===== src/rtl/control_unit.sv =====
// rtl/control_unit.sv - registered main instruction decoder for the single-issue MIPS-style CPU
module control_unit (
    input  logic        clk,
    input  logic        reset,
    input  logic [31:0] instruction,
    output logic [3:0]  alu_op,
    output logic        alu_src,
    output logic        reg_write_enable,
    output logic        mem_to_reg,
    output logic [4:0]  read_register_1,
    output logic [4:0]  read_register_2,
    output logic [4:0]  write_register,
    output logic        pc_increment,
    output logic        ram_read_enable,
    output logic        ram_write_enable,
    output logic        jump,
    output logic        branchnotequal,
    output logic        brachlessthat,
    output logic        branchgreaterthan,
    output logic        branchlessthanorequal,
    output logic        branchgreaterthanorequal,
    output logic        brancheq,
    output logic        jr,
    output logic        jal
);

    localparam logic [3:0] ALU_AND  = 4'b0000;
    localparam logic [3:0] ALU_OR   = 4'b0001;
    localparam logic [3:0] ALU_ADD  = 4'b0010;
    localparam logic [3:0] ALU_XOR  = 4'b0011;
    localparam logic [3:0] ALU_NOR  = 4'b0100;
    localparam logic [3:0] ALU_SLL  = 4'b0101;
    localparam logic [3:0] ALU_SUB  = 4'b0110;
    localparam logic [3:0] ALU_SLT  = 4'b0111;
    localparam logic [3:0] ALU_SRL  = 4'b1000;
    localparam logic [3:0] ALU_LUI  = 4'b1001;
    localparam logic [3:0] ALU_SLTU = 4'b1111;

    localparam logic [5:0] OP_RTYPE  = 6'b000000;
    localparam logic [5:0] OP_REGIMM = 6'b000001;
    localparam logic [5:0] OP_J      = 6'b000010;
    localparam logic [5:0] OP_JAL    = 6'b000011;
    localparam logic [5:0] OP_BEQ    = 6'b000100;
    localparam logic [5:0] OP_BNE    = 6'b000101;
    localparam logic [5:0] OP_BLEZ   = 6'b000110;
    localparam logic [5:0] OP_BGTZ   = 6'b000111;
    localparam logic [5:0] OP_ADDI   = 6'b001000;
    localparam logic [5:0] OP_ADDIU  = 6'b001001;
    localparam logic [5:0] OP_SLTI   = 6'b001010;
    localparam logic [5:0] OP_SLTIU  = 6'b001011;
    localparam logic [5:0] OP_ANDI   = 6'b001100;
    localparam logic [5:0] OP_ORI    = 6'b001101;
    localparam logic [5:0] OP_XORI   = 6'b001110;
    localparam logic [5:0] OP_LUI    = 6'b001111;
    localparam logic [5:0] OP_LB     = 6'b100000;
    localparam logic [5:0] OP_LW     = 6'b100011;
    localparam logic [5:0] OP_SB     = 6'b101000;
    localparam logic [5:0] OP_SW     = 6'b101011;

    localparam logic [5:0] FN_SLL  = 6'b000000;
    localparam logic [5:0] FN_SRL  = 6'b000010;
    localparam logic [5:0] FN_JR   = 6'b001000;
    localparam logic [5:0] FN_JALR = 6'b001001;
    localparam logic [5:0] FN_ADD  = 6'b100000;
    localparam logic [5:0] FN_ADDU = 6'b100001;
    localparam logic [5:0] FN_SUB  = 6'b100010;
    localparam logic [5:0] FN_SUBU = 6'b100011;
    localparam logic [5:0] FN_AND  = 6'b100100;
    localparam logic [5:0] FN_OR   = 6'b100101;
    localparam logic [5:0] FN_XOR  = 6'b100110;
    localparam logic [5:0] FN_NOR  = 6'b100111;
    localparam logic [5:0] FN_SLT  = 6'b101010;
    localparam logic [5:0] FN_SLTU = 6'b101011;

    logic [5:0] op;
    logic [5:0] funct;
    logic [4:0] rs;
    logic [4:0] rt;
    logic [4:0] rd;

    assign op    = instruction[31:26];
    assign rs    = instruction[25:21];
    assign rt    = instruction[20:16];
    assign rd    = instruction[15:11];
    assign funct = instruction[5:0];

    logic [3:0] d_alu_op;
    logic       d_alu_src;
    logic       d_reg_write_enable;
    logic       d_mem_to_reg;
    logic [4:0] d_write_register;
    logic       d_pc_increment;
    logic       d_ram_read_enable;
    logic       d_ram_write_enable;
    logic       d_jump;
    logic       d_bne;
    logic       d_bltz;
    logic       d_bgtz;
    logic       d_blez;
    logic       d_bgez;
    logic       d_beq;
    logic       d_jr;
    logic       d_jal;

    // Combinational decode; anything not recognised falls through as a NOP
    always_comb begin
        d_alu_op           = ALU_ADD;
        d_alu_src          = 1'b0;
        d_reg_write_enable = 1'b0;
        d_mem_to_reg       = 1'b0;
        d_write_register   = rd;
        d_pc_increment     = 1'b1;
        d_ram_read_enable  = 1'b0;
        d_ram_write_enable = 1'b0;
        d_jump             = 1'b0;
        d_bne              = 1'b0;
        d_bltz             = 1'b0;
        d_bgtz             = 1'b0;
        d_blez             = 1'b0;
        d_bgez             = 1'b0;
        d_beq              = 1'b0;
        d_jr               = 1'b0;
        d_jal              = 1'b0;
        case (op)
            OP_RTYPE: begin
                d_reg_write_enable = 1'b1;
                case (funct)
                    FN_ADD, FN_ADDU: d_alu_op = ALU_ADD;
                    FN_SUB, FN_SUBU: d_alu_op = ALU_SUB;
                    FN_AND:          d_alu_op = ALU_AND;
                    FN_OR:           d_alu_op = ALU_OR;
                    FN_XOR:          d_alu_op = ALU_XOR;
                    FN_NOR:          d_alu_op = ALU_NOR;
                    FN_SLT:          d_alu_op = ALU_SLT;
                    FN_SLTU:         d_alu_op = ALU_SLTU;
                    FN_SLL:          d_alu_op = ALU_SLL;
                    FN_SRL:          d_alu_op = ALU_SRL;
                    FN_JR: begin
                        d_jr               = 1'b1;
                        d_reg_write_enable = 1'b0;
                        d_pc_increment     = 1'b0;
                    end
                    FN_JALR: begin
                        d_jr           = 1'b1;
                        d_jal          = 1'b1;
                        d_pc_increment = 1'b0;
                    end
                    default: d_reg_write_enable = 1'b0;
                endcase
            end
            OP_ADDI, OP_ADDIU, OP_SLTI, OP_SLTIU,
            OP_ANDI, OP_ORI, OP_XORI, OP_LUI: begin
                d_alu_src          = 1'b1;
                d_reg_write_enable = 1'b1;
                d_write_register   = rt;
                case (op)
                    OP_SLTI:  d_alu_op = ALU_SLT;
                    OP_SLTIU: d_alu_op = ALU_SLTU;
                    OP_ANDI:  d_alu_op = ALU_AND;
                    OP_ORI:   d_alu_op = ALU_OR;
                    OP_XORI:  d_alu_op = ALU_XOR;
                    OP_LUI:   d_alu_op = ALU_LUI;
                    default:  d_alu_op = ALU_ADD;
                endcase
            end
            OP_LW, OP_LB: begin
                d_alu_src          = 1'b1;
                d_write_register   = rt;
                d_ram_read_enable  = 1'b1;
                d_mem_to_reg       = 1'b1;
                d_reg_write_enable = 1'b1;
            end
            OP_SW, OP_SB: begin
                d_alu_src          = 1'b1;
                d_write_register   = rt;
                d_ram_write_enable = 1'b1;
            end
            OP_BEQ: begin
                d_alu_op = ALU_SUB;
                d_beq    = 1'b1;
            end
            OP_BNE: begin
                d_alu_op = ALU_SUB;
                d_bne    = 1'b1;
            end
            OP_BLEZ: begin
                d_alu_op = ALU_SUB;
                d_blez   = 1'b1;
            end
            OP_BGTZ: begin
                d_alu_op = ALU_SUB;
                d_bgtz   = 1'b1;
            end
            OP_REGIMM: begin
                // Only bltz (rt=0) and bgez (rt=1) exist; other rt values stay NOP
                if (rt == 5'd0) begin
                    d_alu_op = ALU_SUB;
                    d_bltz   = 1'b1;
                end else if (rt == 5'd1) begin
                    d_alu_op = ALU_SUB;
                    d_bgez   = 1'b1;
                end
            end
            OP_J: begin
                d_jump         = 1'b1;
                d_pc_increment = 1'b0;
            end
            OP_JAL: begin
                d_jump             = 1'b1;
                d_jal              = 1'b1;
                d_reg_write_enable = 1'b1;
                d_write_register   = 5'd31;
                d_pc_increment     = 1'b0;
            end
            default: ;
        endcase
    end

    // Register the decode; reset clears every output, pc_increment included
    always_ff @(posedge clk or posedge reset) begin
        if (reset) begin
            alu_op                   <= 4'b0000;
            alu_src                  <= 1'b0;
            reg_write_enable         <= 1'b0;
            mem_to_reg               <= 1'b0;
            read_register_1          <= 5'd0;
            read_register_2          <= 5'd0;
            write_register           <= 5'd0;
            pc_increment             <= 1'b0;
            ram_read_enable          <= 1'b0;
            ram_write_enable         <= 1'b0;
            jump                     <= 1'b0;
            branchnotequal           <= 1'b0;
            brachlessthat            <= 1'b0;
            branchgreaterthan        <= 1'b0;
            branchlessthanorequal    <= 1'b0;
            branchgreaterthanorequal <= 1'b0;
            brancheq                 <= 1'b0;
            jr                       <= 1'b0;
            jal                      <= 1'b0;
        end else begin
            alu_op                   <= d_alu_op;
            alu_src                  <= d_alu_src;
            reg_write_enable         <= d_reg_write_enable;
            mem_to_reg               <= d_mem_to_reg;
            read_register_1          <= rs;
            read_register_2          <= rt;
            write_register           <= d_write_register;
            pc_increment             <= d_pc_increment;
            ram_read_enable          <= d_ram_read_enable;
            ram_write_enable         <= d_ram_write_enable;
            jump                     <= d_jump;
            branchnotequal           <= d_bne;
            brachlessthat            <= d_bltz;
            branchgreaterthan        <= d_bgtz;
            branchlessthanorequal    <= d_blez;
            branchgreaterthanorequal <= d_bgez;
            brancheq                 <= d_beq;
            jr                       <= d_jr;
            jal                      <= d_jal;
        end
    end

endmodule


===== config.mk =====
export PLATFORM = sky130hd
export DESIGN_NAME = control_unit
export DESIGN_NICKNAME = d
export VERILOG_FILES = /design/src/rtl/control_unit.sv
export SDC_FILE = /design/constraint.sdc
export NUM_CORES = 1
export LEC_CHECK = 0
export CAP_MARGIN = 20
export CELL_PAD_IN_SITES_DETAIL_PLACEMENT = 0
export CELL_PAD_IN_SITES_GLOBAL_PLACEMENT = 1
export CORE_MARGIN = 3
export CORE_UTILIZATION = 32
export CTS_CLUSTER_DIAMETER = 60
export CTS_CLUSTER_SIZE = 12
export DETAILED_ROUTE_END_ITERATION = 8
export GPL_ROUTABILITY_DRIVEN = 0
export PLACE_DENSITY_LB_ADDON = 0.1
export SLEW_MARGIN = 20
export SYNTH_ARGS = -nofsm -noshare
export SYNTH_HDL_FRONTEND = slang
export SYNTH_SLANG_ARGS = --single-unit

===== constraint.sdc =====
create_clock -name clk -period 2.3 [get_ports clk]
set_input_delay 0.23 -clock clk [delete_from_list [all_inputs] [get_ports clk]]
set_output_delay 0.23 -clock clk [all_outputs]
set_load 0.03 [all_outputs]

==> Word-level counts from Yosys, hierarchy flattened <==
Index checks and enable logic that the tools add are counted.
{ "classes": {"n_addsub": 0, "n_mul": 0, "div": 0, "order_cmp": 0, "n_eq_ne": 33, "shifts": 0, "muxes": 27, "n_bitwise": 0, "reduce_logical": 13} }
{ "ops": {"columns": ["cell", "count"], "rows": [
  ["equality test 6 bit (second input constant)", 14],
  ["equality test 6 x 4 -> 1 bit (second input constant)", 10],
  ["one-hot mux 4 bit (9 select lines)", 1],
  ["equality test 6 x 3 -> 1 bit (second input constant)", 4],
  ["one-hot mux 4 bit (6 select lines)", 1],
  ["equality test 6 x 2 -> 1 bit (second input constant)", 3],
  ["two-way mux 1 bit", 18],
  ["one-hot mux 4 bit (4 select lines)", 1],
  ["OR reduction 13 bit", 1],
  ["logical NOT 6 bit", 2],
  ["OR reduction 12 bit", 1],
  ["OR reduction 11 bit", 1],
  ["one-hot mux 5 bit (2 select lines)", 1],
  ["OR reduction 2 bit", 5],
  ["OR reduction 8 bit", 1],
  ["equality test 6 x 1 -> 1 bit (second input constant)", 1],
  ["two-way mux 3 bit", 2],
  ["one-hot mux 1 bit (2 select lines)", 3],
  ["equality test 5 x 1 -> 1 bit (second input constant)", 1],
  ["logical NOT 5 bit", 1],
  ["OR reduction 4 bit", 1]
]} }
{ "word_totals": {"reg_bits": 33, "latchBits": 0, "mem_bits_rw": 0, "rom_bits": 0, "inputBits": 34, "out_inout_bits": 34, "word_cells": 91, "memories": 0} }

==> Longest topological paths before layout <==
{ "logic_depth": {"ltp_word": 4, "ltp_mapped": 6, "ltp_nobuf": 4} }

==> Worst setup path before layout <==
Ideal clock, no wire load.
{ "synth_timing": {"path_kind": "input-to-reg", "from": "input instruction[28]", "to": "register alu_op[0]", "setup_time_ps": 82, "t_arrival_ps": 1198, "t_required_ps": 2218, "path_slack_ps": 1020, "path_stages": 5, "n_path_buf": 1, "path_cell_list": "buf_6 -> nor4_4 -> nand2_2 -> a211o_1 -> o22ai_1"} }
{ "synth_between": {"elab_chain_len": 3, "word_cells_on_any_way": 18, "cone_classes": "eq/ne (13); mux (2); reduce/logical (3)"} }
{ "synth_rtl": {"columns": ["item", "line_no", "rtl"], "rows": [
  ["from (decl)", "5", "input logic [31:0] instruction,"],
  ["equality test 6 x 4 -> 1 bit (tied with other cells)", "124, 156", null],
  ["one-hot mux 4 bit (6 select lines) (tied with other cells)", "156", "case (op)"],
  ["one-hot mux 4 bit (4 select lines) *", "124", "case (op)"],
  ["via d_alu_op[0]", "87", "logic [3:0] d_alu_op;"],
  ["to (signal assigned)", "242", "alu_op <= d_alu_op;"],
  ["to (decl)", "6", "output logic [3:0] alu_op,"]
]} }
The timed path passes the listed nets; every way through them passes the cells marked *.

==> Final worst setup path <==
{ "layout_timing": {"from": "input instruction[26]", "to": "register write_register[1]"} }
{ "layout_between": {"elab_chain_len": 3, "word_cells_on_any_way": 15, "cone_classes": "eq/ne (13); mux (1); reduce/logical (1)"} }
{ "layout_rtl": {"columns": ["item", "line_no", "rtl"], "rows": [
  ["equality test 6 x 4 -> 1 bit or equality test 6 bit (tied branches)", "124", null],
  ["OR reduction 12 bit (no source line)", null, null],
  ["one-hot mux 5 bit (2 select lines) *", "124", null],
  ["via d_write_register[1]", "91", "logic [4:0] d_write_register;"],
  ["to (signal assigned)", "248", "write_register <= d_write_register;"],
  ["to (decl)", "12", "output logic [4:0] write_register,"]
]} }
Marked as above.

==> flow_summary.toml <==
[outcome]
outcome = "finished, final reports clean"

[clock_network]
ctsResizeCount = 0
clkTransAtPathRegs_ns = 0.06
cts_sinks = 33
cts_buffers = 5
hold_buffers = 0
cts_buffer_depth = 2
cts_tree = "done"
h-tree-depth = 2
cts-root-buf = "clkbuf_8"
postCtsSetupRepairBufs = 0

[cells_and_area]
final_core_util_pct = 52.0
area_growth_pct = 51.5
final_cells = 241
fin_nets = 226
diodes = 0
fill_cells = 395
layout-drive-gt1-share_pct = 8.90

[grt]
antenna_found_initial = 0
grt_pass1_wl_mm = 5.59
overflow = 0
grt_pass1_vias = 1123
grt_max_degree = 34
grt_usage_pct = 13.9

[worst_setup_path]
start_kind = "input pin"
end_kind = "register"
critPathArrivalTime_ns = 1.89
crit_family = "buffers and inverters"
path_cells = "clkdlybuf4s50_1 > nand2b_1 > a41o_1 > mux2i_1 > nand2_1"
crit_fanout = 9
cp_slowest_cell = "clkdlybuf4s50_1"
cpPeakStageDelay_ns = 0.67
path_buf_inv = 1
worst-path-stages = 5
critPathKind = "input pin to register"
worstPathRequired_ns = 2.45

[floorplanning]
ios = 68
core_um2 = 4140
start_util_pct = 34.3
fp.dieW_um = 72.6
die-area_um2 = 5280
die_h_um = 72.6
rows = 23

[logic_synthesis]
yosysSeqAreaShare_pct = 58.1
async_flop_share_pct = 100
syn_area_per_cell_um2 = 11.0
synth_ff_type = "dfrtp_1"
synth_edf_count = 0
syn_inst = 129
yosys.cell_types.count = 40
syn-num-nets = 163
ys_warn_count = 0
synth-seq-cells = 33
netlist_area_um2 = 1420

[place]
dpl.cell_count = 235
hpwl_mm = 2.65
port-buffer-count = 62

[sta]
fin_crit_ns = 1.74
relSlewSlack_pct = 71.6
hold_viol = 0
maxSlewViolCount = 0
worst_pin_slew_ns = 0.425
final.setup.tns_ns = 0
max_freq_mhz = 576
setup_viol = 0
rsz0062_at_grt = "no"
period_share_pct = 75.5

[pwr]
peakVddDrop_mv = 0.298
p_per_area_nw_per_um2 = 573
power.leakage_nw = 0.906

[detailed_routing]
wl_per_cell_um = 14.6
drtPass1Iterations = 4
drtIter0Drc = 48
vias = 1145
drt-vias-per-instance = 4.75
drcViolationCount = 0
wirelength_mm = 3.51
ant_nets = 0

[flow_run]
drv_cap = 0

[worst_hold_path]
hp-class = "input pin to asynchronous set/reset pin"
synthesized netlist by cell type (2+ instances only):
library cell / n / area, um2
dfrtp_1: 33 / 826
nand2_1: 13 / 48.8
nor2_1: 9 / 33.8
nor3_1: 6 / 30.0
o21ai_0: 6 / 30.0
a21oi_1: 5 / 25.0
buf_2: 5 / 25.0
mux2i_1: 5 / 50.1
nand2b_1: 4 / 25.0
nor3b_1: 4 / 30.0
clkbuf_1: 3 / 11.3
inv_1: 3 / 11.3
nor4bb_1: 3 / 30.0
a211o_1: 2 / 17.5
nand3_1: 2 / 10.0
o22ai_1: 2 / 12.5
kinds of logic (layout without fill, tap and decap cells):
kind of cell,after synthesis,in the layout,synth area share (%)
flops,33,33,58.1
simple gates,55,55,23.4
compound gates,23,23,10.3
mux,5,5,3.52
buf+inv,13,75,4.67
how the worst max path moves through the flow:
| stage | start | end |
|---|---|---|
| 6_report | instruction[26] | write_register[1] |
| 2_1_floorplan | instruction[28] | alu_op[0] |
| 5_1_grt | instruction[29] | write_register[0] |
| 4_1_cts | instruction[29] | write_register[1] |
| 3_3_place_gp | instruction[26] | write_register[2] |
| 3_5_place_dp | instruction[29] | write_register[0] |
sequential cells by signal, summed over array words and instances, names as in the netlist, 4 cells and up:
register         count
write_register       5
read_register_2      5
alu_op               4
read_register_1      5
routing by layer:
metal / part of all wire, % / wire (um) / track usage [%] / vias to the layer above
met4: 1.8 / 62 / 6.15 / 0
met2: 46 / 1600 / 20.1 / 42
li1: - / - / - / 575
met5: 0 / 0 / 0 / -
met3: 6.3 / 220 / 4.68 / 6
met1: 46 / 1620 / 18.8 / 522
power by group:
group	switching, mW	internal [mW]
clock network	0.183	0.198
logic	0.130	0.113
registers	0.00592	0.603
final cells by class:
| class | count | area [um2] | share of cell area (%) |
|---|---|---|---|
| well taps | 50 | 62.6 | 2.91 |
| multi-input cells | 83 | 529 | 24.6 |
| clock buffers | 5 | 68.8 | 3.20 |
| repair buffers | 66 | 651 | 30.2 |
| inverters | 3 | 11.3 | 0.523 |
| flip-flops and latches | 33 | 826 | 38.3 |
| clock inverters | 1 | 5.00 | 0.232 |
cells in the final DEF (no fill, tap or decap), drive strengths merged:
cell | synthesis | final
and3 | 2 | 2
clkdlybuf4s50 | 0 | 62
nor2b | 1 | 1
nor4 | 1 | 1
nand3 | 2 | 2
inv | 3 | 3
o21bai | 1 | 1
nand4 | 1 | 1
o41ai | 1 | 1
buf | 7 | 4
a31o | 1 | 1
clkbuf | 3 | 5
and2b | 1 | 1
a211o | 2 | 2
nor2 | 9 | 9
nor4bb | 3 | 3
a211oi | 1 | 1
a41o | 1 | 1
clkinv | 0 | 1
nand3b | 1 | 1
a31oi | 1 | 1
or4 | 1 | 1
nand2 | 14 | 14
mux2i | 5 | 5
nor3 | 7 | 7
nand2b | 5 | 5
nor3b | 4 | 4
a21oi | 5 | 5
and2 | 2 | 2
dfrtp | 33 | 33
or4b | 1 | 1
a21boi | 1 | 1
o22ai | 2 | 2
o21ai | 7 | 7
through the flow:
stage,hold WS [ns],total power [mW],instance area [um2],worst slack (ns)
floorplan,0.261,0.744,1420,1.02
global placement,0.641,0.858,2080,0.331
detailed placement,0.652,0.863,2080,0.283
CTS,0.360,1.25,2150,0.564
global route,0.392,1.30,2150,0.476
finish,0.349,1.23,2150,0.563
Note: power is estimated with default switching activity, not from simulation.
